<file path="src/rtl/pulse_stretcher_pkg.sv">
// Shared types and constants for the multi-channel pulse stretcher.
package pulse_stretcher_pkg;

    typedef enum logic {
        ST_IDLE = 1'b0,
        ST_HOLD = 1'b1
    } state_t;

    localparam logic MODE_ONESHOT = 1'b0;
    localparam logic MODE_RETRIG  = 1'b1;

endpackage

</file>
<file path="src/rtl/pulse_stretcher_chan.sv">
// One stretcher channel: idle/hold FSM with a down-counting length timer
// and a sticky overrun flag.
//
//   state   | meaning
//   --------+-----------------------------------------------------------
//   ST_IDLE | output low, waiting for a trigger
//   ST_HOLD | output high, timer counts remaining cycles down to zero
module pulse_stretcher_chan
    import pulse_stretcher_pkg::*;
#(
    parameter int par_T_stretch_bits = 7,
    parameter int par_edge_detect    = 0
) (
    input  logic                          i_clk,
    input  logic                          i_rst,
    input  logic                          i_x,
    input  logic [par_T_stretch_bits-1:0] i_len,
    input  logic                          i_retrig,
    input  logic                          i_ovr_clr,
    output logic                          o_y,
    output logic                          o_ovr
);

    localparam logic [par_T_stretch_bits-1:0] TIMER_ONE  = par_T_stretch_bits'(1);
    localparam logic [par_T_stretch_bits-1:0] TIMER_ZERO = '0;

    state_t                          state_q;
    logic [par_T_stretch_bits-1:0]   timer_q;
    logic                            y_q;
    logic                            ovr_q;
    logic                            x_prev_q;

    logic                            trig;
    logic [par_T_stretch_bits-1:0]   load_val;

    assign trig     = (par_edge_detect != 0) ? (i_x & ~x_prev_q) : i_x;
    // A zero length still produces a single-cycle pulse.
    assign load_val = (i_len == TIMER_ZERO) ? TIMER_ZERO : (i_len - TIMER_ONE);

    always_ff @(posedge i_clk or posedge i_rst) begin
        if (i_rst) begin
            state_q  <= ST_IDLE;
            timer_q  <= TIMER_ZERO;
            y_q      <= 1'b0;
            ovr_q    <= 1'b0;
            x_prev_q <= 1'b0;
        end else begin
            x_prev_q <= i_x;
            if (i_ovr_clr) begin
                ovr_q <= 1'b0;
            end
            case (state_q)
                ST_IDLE: begin
                    if (trig) begin
                        state_q <= ST_HOLD;
                        timer_q <= load_val;
                        y_q     <= 1'b1;
                    end
                end
                ST_HOLD: begin
                    if (trig && (i_retrig == MODE_RETRIG)) begin
                        timer_q <= load_val;
                    end else begin
                        // Later assignment lets a fresh overrun beat a coincident clear.
                        if (trig) begin
                            ovr_q <= 1'b1;
                        end
                        if (timer_q == TIMER_ZERO) begin
                            state_q <= ST_IDLE;
                            y_q     <= 1'b0;
                        end else begin
                            timer_q <= timer_q - TIMER_ONE;
                        end
                    end
                end
                default: begin
                    state_q <= ST_IDLE;
                    y_q     <= 1'b0;
                end
            endcase
        end
    end

    assign o_y   = y_q;
    assign o_ovr = ovr_q;

endmodule

</file>
<file path="src/rtl/pulse_stretcher_multi.sv">
// Bank of independent pulse stretcher channels sharing length and mode;
// the top only adds the combined busy indication.
module pulse_stretcher_multi
    import pulse_stretcher_pkg::*;
#(
    parameter int par_channels       = 4,
    parameter int par_T_stretch_bits = 7,
    parameter int par_edge_detect    = 0
) (
    input  logic                          i_clk,
    input  logic                          i_rst,
    input  logic [par_channels-1:0]       i_x,
    input  logic [par_T_stretch_bits-1:0] i_len,
    input  logic                          i_retrig,
    input  logic                          i_ovr_clr,
    output logic [par_channels-1:0]       o_y,
    output logic [par_channels-1:0]       o_ovr,
    output logic                          o_busy
);

    for (genvar g = 0; g < par_channels; g++) begin : g_chan
        pulse_stretcher_chan #(
            .par_T_stretch_bits (par_T_stretch_bits),
            .par_edge_detect    (par_edge_detect)
        ) u_chan (
            .i_clk     (i_clk),
            .i_rst     (i_rst),
            .i_x       (i_x[g]),
            .i_len     (i_len),
            .i_retrig  (i_retrig),
            .i_ovr_clr (i_ovr_clr),
            .o_y       (o_y[g]),
            .o_ovr     (o_ovr[g])
        );
    end

    // Built from registered outputs, so async reset clears it immediately.
    assign o_busy = |o_y;

endmodule

</file>
<file path="config.mk">
export PLATFORM = sky130hd
export DESIGN_NAME = pulse_stretcher_multi
export DESIGN_NICKNAME = d
export VERILOG_FILES = /design/src/rtl/pulse_stretcher_pkg.sv /design/src/rtl/pulse_stretcher_chan.sv /design/src/rtl/pulse_stretcher_multi.sv
export SDC_FILE = /design/constraint.sdc
export NUM_CORES = 1
export LEC_CHECK = 0
export ABC_AREA = 1
export BUFFER_PORTS_ARGS = -buffer_cell sky130_fd_sc_hd__clkbuf_2
export CAP_MARGIN = 20
export CORE_MARGIN = 2
export CORE_UTILIZATION = 65
export CTS_CLUSTER_SIZE = 25
export DETAILED_ROUTE_END_ITERATION = 10
export PLACE_DENSITY = 0.85
export SETUP_SLACK_MARGIN = 0.2
export SLEW_MARGIN = 10
export SYNTH_ARGS = -nofsm -noshare
export SYNTH_HDL_FRONTEND = slang
export SYNTH_HIERARCHICAL = 1
export SYNTH_SLANG_ARGS = --single-unit
</file>
<file path="constraint.sdc">
create_clock -name i_clk -period 3.9 [get_ports i_clk]
set_input_delay 0.39 -clock i_clk [delete_from_list [all_inputs] [get_ports i_clk]]
set_output_delay 0.39 -clock i_clk [all_outputs]
set_load 0.05 [all_outputs]
</file>
---- Word level (Yosys, flattened, before mapping) ----
Index checks and enable logic that the tools add are counted.
cells by class
  add/subtract/negate cells ............... 5
  equality and inequality tests ........... 16
  mux-type cells .......................... 65
  bitwise operators ....................... 4
  reduce and logical (&&, ||, !) cells .... 18
operator list
  kind                   number
  $mux W7                13
  $pmux W7 S2            4
  $mux W1                40
  $logic_not A7 Y1       5
  $sub A7 B1 Y7 const B  5
  $ne A2 B2 Y1 const B   12
  $pmux W1 S2            8
  $ne A3 B3 Y1 const B   4
  $reduce_and A3 Y1      4
  $reduce_and A2 Y1      4
  $logic_and A1 B1 Y1    4
  $not A1 Y1             4
  $reduce_or A4 Y1       1
word-level totals
  register bits after elaboration ......... 40
  input port bits ......................... 15
  output and inout bits ................... 9
  logic and storage cells ................. 124

---- Logic depth before layout (Yosys ltp) ----
Gate-level depths: netlist of the first run.
  depth in word-level cells ............... 4
  mapped depth ............................ 11
  gate-level depth less buffers ........... 11

---- By module ----
Netlist of the first run, hierarchy kept.
by module, submodules not included
  module                 instances  cells an instance  area an instance (um^2)  seq. area each (um^2)
  pulse_stretcher_chan   4          120                815.8                    250.2
  pulse_stretcher_multi  1          3                  11.3                     0.0

---- Worst setup path before layout of the first run ----
Ideal clock, no wire load.
  path kind ............................... register -> output
  from .................................... register g_chan[3].u_chan.y_q
  to ...................................... output o_busy
  arrival ................................. 1.075 ns
  data required time ...................... 3.510 ns
  setup slack ............................. 2.435 ns
  cell stages (with the launch flop) ...... 3
  buffers on the path ..................... 0
  path through ............................ dfrtp_1 -> nor2_1 -> nand2_1
between the ends
  longest elaborated chain between the ends .. 1
ends and longest elaborated chain
  item                      RTL line                     text
  start: declaration        pulse_stretcher_chan.sv:29   logic y_q;
  start signal: assignment  pulse_stretcher_chan.sv:44   y_q <= 1'b0;
  start signal: assignment  pulse_stretcher_chan.sv:57   y_q <= 1'b1;
  start signal: assignment  pulse_stretcher_chan.sv:70   y_q <= 1'b0;
  $reduce_or A4 Y1          pulse_stretcher_multi.sv:38  assign o_busy = |o_y;
  end: declaration          pulse_stretcher_multi.sv:18  output logic o_busy
Every way passes these cells.

---- Final worst setup path of the first run ----
  from .................................... register g_chan[1].u_chan.timer_q[0]
  to ...................................... register g_chan[1].u_chan.timer_q[3]
between the ends
  longest elaborated chain between the ends .. 4
  elaborated cells between the ends (all ways) .. 7
  those cells by class .................... add/sub: 1; eq/ne: 1; mux: 3; reduce/logical: 2
ends and longest elaborated chain
  item                      RTL line                    text
  start: declaration        pulse_stretcher_chan.sv:28  logic [par_T_stretch_bits-1:0] timer_q;
  start signal: assignment  pulse_stretcher_chan.sv:56  timer_q <= load_val;
  start signal: assignment  pulse_stretcher_chan.sv:62  timer_q <= load_val;
  start signal: assignment  pulse_stretcher_chan.sv:72  timer_q <= timer_q - TIMER_ONE;
  $sub A7 B1 Y7             pulse_stretcher_chan.sv:72
  $mux W7                   pulse_stretcher_chan.sv:68  if (timer_q == TIMER_ZERO) begin
  $mux W7                   pulse_stretcher_chan.sv:61  if (trig && (i_retrig == MODE_RETRIG)) begin
  $pmux W7 S2               pulse_stretcher_chan.sv:52  case (state_q)
Several ways; a longest one is shown, not always the timed one. The select of a mux whose other input is x is not followed.
A chain may end at the register's enable or synchronous reset.

==> metrics.cfg, run 1 <==
[status]
run_status=completed

[clock_network]
root_buffer=clkbuf_8
cts_hold_buffers=0
cts_tree=done
cts-buffers-inserted=5
clk_latency_ns=0.29
cts_setup_buffers=0
clk_pin_slew_ns=0.08
htreeDepth=2
cts_buffer_depth=2
cts.repair.resized=0
cts_sinks=40

[layout]
post-route-cell-area_mm2=0.00354
instances_no_fill=577
final_common_cell=nand2_1
layout.nets=540
layout_common_cells=149 x nand2_1, 72 x inv_1, 52 x nand3_1
syn_to_final_growth_pct=7.99
diodes=0
final_util_pct=73.9
fillers=404
final_layout_size_suffix_gt1_share_pct=15.3

[routing]
antenna_left=0
avgViaCountPerCell=5.37
detail_route.wl_per_cell_um=12.2
vias=3100
drt_iter0_drc=205
totalWireLength_mm=7.05
drc=0
first_pass_iters=5

[critical_path]
crit_type=reg2reg
slowest_stage=dfrtp_1
timing.rr.start=g_chan[1].u_chan/timer_q[0]$_DFFE_PP0P_
cpPeakStageDelay_ns=0.35
path_cells=inv_1 > ha_1 > inv_1 > nor2_1 > nand3_2 > nor2_2 > nor2_2 > inv_1 > nand2_1 > nand2_1
crit_top_cell=inv_1
r2r_setup_slack_ns=2.24
worstPathMaxFanout=11
crit_path_start=g_chan[1].u_chan/timer_q[0]$_DFFE_PP0P_
startpoint_type=register
r2r_end=g_chan[1].u_chan/timer_q[3]$_DFFE_PP0P_
endpoint_kind=register
critPathRequiredTime_ns=4.09
rr_worst_depth=10
worstPathArrival_ns=1.85

[die]
die_x_um=75.0
initial_core_util_pct=68.4
num_rows=25
core_area_mm2=0.00479
die_area_mm2=0.00562
io_pins=24
die_h_um=75.0

[run]
cap_violations=0

[synth]
yosys_warnings=6
yosys-top-cells-area=dfrtp_1 31%, nand2_1 17%, inv_1 8.3%
ys_seq_area_share_pct=30.6
ys_ff_latch=40
synth_fp_nets=514
yosys.area.top_type=dfrtp_1
syn_area_per_cell_um2=6.78
yosys.area.top_type_share_pct=30.6
synth.distinct_cells=22
synth_area_mm2=0.00327
syn-instance-count=483

[place]
port_buffers=23
gp_congestion=0.908
hpwl_mm=5.44
placed_cells=569
place_area_mm2=0.00343

[timing]
period_needed_ns=1.66
setup_tns_ns=0
clock_skew_ns=0.00747
rsz0062_at_grt=false
finalHoldViolations=0
finalSetupViolCount=0
slew_headroom_pct=68.9
worst_pin_slew_ns=0.466
slew_violations=0
max_freq_mhz=601
period_share_pct=42.7

[grt]
grt_max_degree=13
grt_pass1_wl_mm=12.2
grt_pass1_vias=2913
grt_util_all_layers_pct=28.1
antenna_found_initial=0
grt-ovfl-total=0

[power]
p_leak_nw=1.92
p_per_area_mw_per_mm2=648
vdd_drop_max_mv=0.417

[worst_hold_path]
hold_class=in2async

==> report_power, final <==
group	internal, mW	total (mW)	switching (mW)
combinational	0.409	1.16	0.753
clock	0.190	0.335	0.145
sequential	0.600	0.795	0.195
total	1.20	2.29	1.09
==> registers in the layout, indices dropped and copies added, names as in the netlist <==
register / flops
g_chan.u_chan/o_ovr: 4
g_chan.u_chan/o_y: 4
g_chan.u_chan/state_q: 4
g_chan.u_chan/timer_q: 28
==> how the worst max path moves through the flow <==
stage,end,slack (ns),depth (start not counted)
floorplan,o_busy,2.43,2
global placement,g_chan[0].u_chan/timer_q[2]$_DFFE_PP0P_,2.28,9
detailed placement,g_chan[0].u_chan/timer_q[2]$_DFFE_PP0P_,2.23,9
CTS,g_chan[2].u_chan/timer_q[6]$_DFFE_PP0P_,2.27,11
global route,g_chan[2].u_chan/timer_q[6]$_DFFE_PP0P_,2.09,11
finish,g_chan[1].u_chan/timer_q[3]$_DFFE_PP0P_,2.24,10
==> synthesized netlist by cell type, drive strengths merged <==
master,number
nand2,153
inv,76
nor2,66
nand3,64
dfrtp,40
o21ai,24
ha,16
nand4,8
o21bai,8
a21oi,4
a32o,4
buf,4
o22ai,4
or2,4
xnor2,4
xor2,4
==> worst max-delay path: cells and delay by family (launching register included) <==
kind / cells / cell delay [ns]
AND/OR/NAND/NOR: 6 / 0.65
buffers and inverters: 3 / 0.33
flip-flops: 1 / 0.35
adder cells (fa/ha/maj): 1 / 0.23
==> routing by layer <==
layer  vias to the layer above  share of wire (%)  global-route usage (%)  routed length, µm
li1                       1588                  -                       -                  -
met1                      1408                 45                    36.1               3200
met2                        89                 48                    49.0               3390
met3                        15                5.0                    5.09                353
met4                         0                1.5                    6.55                108
met5                         -                  0                       0                  0
==> logic make-up (layout without fill, tap and decap cells) <==
| kind of cell | after synthesis | count (layout) | share of synthesized area [%] |
|---|---|---|---|
| AND/OR/NAND/NOR | 295 | 295 | 43.0 |
| buffers and inverters | 80 | 107 | 10.1 |
| AO/OA/AOI/OAI | 44 | 44 | 8.10 |
| flip-flops | 40 | 40 | 30.6 |
| adder cells (fa/ha/maj) | 16 | 16 | 6.11 |
| XOR/XNOR | 8 | 8 | 2.14 |
==> final cells by class <==
cell class / count / area (µm²) / area share [%]
Multi-Input combinational cell: 363 / 1940 / 55.0
Sequential cell: 40 / 1000 / 28.3
Inverter: 76 / 285 / 8.07
Timing Repair Buffer: 23 / 115 / 3.26
Tap cell: 67 / 83.8 / 2.37
Clock buffer: 6 / 72.6 / 2.05
Clock inverter: 2 / 35.0 / 0.991
==> stage by stage <==
step	hold slack [ns]	setup slack, ns	power (mW)
final	0.0967	2.24	2.29
after global routing	0.123	2.09	2.52
after CTS	0.106	2.27	2.29
after detailed placement	0.427	2.23	1.95
after global placement	0.426	2.28	1.91
after floorplan	0.230	2.43	1.69
Power figures use the tool's default switching activity.
==> run 2, diff against run 1 <==
- CORE_UTILIZATION: 65 -> 61
- PLACE_DENSITY: 0.85 -> 0.81
- clock period: 3.9 -> 1.7 ns (I/O delays scaled with it)
==> run 2 against run 1 <==
Cell area rose by 9.7%. Critical path depth did not move. Via count rose by 4.7%. Wire length rose by 8.1%. Clock skew rose by 0.0020 ns. Critical endpoint is now g_chan[0].u_chan/timer_q[1]$_DFFE_PP0P_. Highest routed layer unchanged.
==> metrics.cfg, run 2 (synthesis results as in run 1) <==
[layout]
syn_to_final_growth_pct=18.4
final_common_cell=nand2_1
instances_no_fill=603
layout.nets=563
final_util_pct=75.4
diodes=0
largest_register_ffs=28
layout_common_cells=140 x nand2_1, 57 x inv_1, 51 x nand3_1
regMostFlops=g_chan.u_chan/timer_q
post-route-cell-area_mm2=0.00388
final_layout_size_suffix_gt1_share_pct=25.1

[critical_path]
critPathRequiredTime_ns=1.89
worstSetupPathDepth=10
path_cells=inv_2 > ha_4 > inv_2 > nor2_2 > nand3_2 > nor2_4 > nor2_4 > buf_6 > nand2_2 > o21ai_2
cpPeakStageDelay_ns=0.39
critPathTopFamily=simple AND/OR/NAND/NOR gates
crit_type=reg2reg
startpoint_type=register
slowest_stage=dfrtp_1
worstPathMaxFanout=7
worstPathArrival_ns=1.66
rr_worst_depth=10
crit_buf_inv=3
endpoint_kind=register

[place]
gp_congestion=0.918
place_area_mm2=0.00345
hpwl_mm=5.27
pre_cts_ws_ns=0.119
placed_cells=574
port_buffers=23

[worst_hold_path]
hold_path_depth=2
hold_class=in2reg

[routing]
vias=3247
drt_iter0_drc=223
first_pass_iters=5
detail_route.wl_per_cell_um=12.6
totalWireLength_mm=7.62
drc=0
antenna_left=0
avgViaCountPerCell=5.38

[grt]
use_met1_pct=33.6
grt-ovfl-total=0
antenna_found_initial=0
grtUsageMet2_pct=43.0
grt_util_all_layers_pct=25.4
gr-max-usage-layer=met2
use_met3_pct=4.00
grt_pass1_wl_mm=12.3
grt_pass1_vias=2860
grt_max_degree=13

[timing]
finalHoldViolations=0
slew_violations=0
setup_tns_ns=0
clock_skew_ns=0.00949
finalWorstSetupSlack_ns=0.230
worst_pin_slew_ns=0.449
slew_headroom_pct=70.1
max_freq_mhz=680
finalSetupViolCount=0
period_share_pct=86.5
whs_ns=0.178
rsz0062_at_grt=true
period_needed_ns=1.47

[die]
die_x_um=77.3
die_h_um=77.3
core_area_mm2=0.00514
io_pins=24
die_area_mm2=0.00597
num_rows=26
initial_core_util_pct=63.7

[clock_network]
cts_sinks=40
cts_buffer_depth=2
cts_tree=done
root_buffer=clkbuf_8
htreeDepth=2
clk_pin_slew_ns=0.08
cts-buffers-inserted=5
clk_latency_ns=0.30

[power]
p_leak_nw=2.03
p_per_area_mw_per_mm2=1530
finalPower_mw=5.95
vdd_drop_max_mv=0.976

[status]
run_status=completed

[run]
cap_violations=0

## run 2: cell count changes in the layout (fill, tap and decap cells not counted), moves of 3 or more
| cell | change |
|---|---|
| buf_4 | +18 |
| inv_1 | -15 |
| inv_2 | +15 |
| nand2_1 | -9 |
| nor2_4 | +9 |
| nand2_2 | +8 |
| ha_1 | -4 |
| ha_4 | +4 |
| nor2_2 | -4 |
| nor2_1 | -3 |
## run 2: final timing paths
check / start / end / slack [ns]
worst min-delay path: i_x[3] / g_chan[3].u_chan/o_ovr$_DFF_PP0_ / 0.18
worst max register to register: g_chan[0].u_chan/timer_q[0]$_DFFE_PP0P_ / g_chan[0].u_chan/timer_q[1]$_DFFE_PP0P_ / 0.23
worst min register to register: g_chan[0].u_chan/o_ovr$_DFF_PP0_ / g_chan[0].u_chan/o_ovr$_DFF_PP0_ / 0.50
worst max-delay path: g_chan[0].u_chan/timer_q[0]$_DFFE_PP0P_ / g_chan[0].u_chan/timer_q[1]$_DFFE_PP0P_ / 0.23
min in group asynchronous: i_rst / g_chan[2].u_chan/timer_q[5]$_DFFE_PP0P_ / 0.46
max in group asynchronous: i_rst / g_chan[1].u_chan/state_q$_DFF_PP0_ / 0.96
## run 2: repair_timing
item / CTS / global route
cloned: 0 / 2
resized for setup: 6 / 43
setup endpoints to repair: 16 / 22
hold buffers: 1 / 0
hold endpoints to repair: 40 / 0
buffers inserted: 0 / 18
pin swaps: 0 / 26
## run 2: cell type report
| cell class | count | area [µm²] |
|---|---|---|
| tap | 70 | 87.6 |
| inverter | 76 | 285 |
| fill | 417 | 1260 |
| multi-input combinational | 365 | 2090 |
| timing repair buffer | 44 | 283 |
| clock buffer | 7 | 96.3 |
| sequential | 40 | 1000 |
| clock inverter | 1 | 30.0 |
## run 2: where the power goes
| group | total [mW] | leakage (nW) | internal [mW] | switching, mW |
|---|---|---|---|---|
| logic | 3.24 | 1.51 | 1.29 | 1.94 |
| clock network | 0.858 | 0.0645 | 0.518 | 0.340 |
| registers | 1.86 | 0.463 | 1.38 | 0.478 |
## run 2: routing by layer
metal | wire [µm] | share of wire, %
met5 | 0 | 0
met1 | 3350 | 44
met2 | 3780 | 50
met3 | 399 | 5.2
met4 | 85 | 1.1
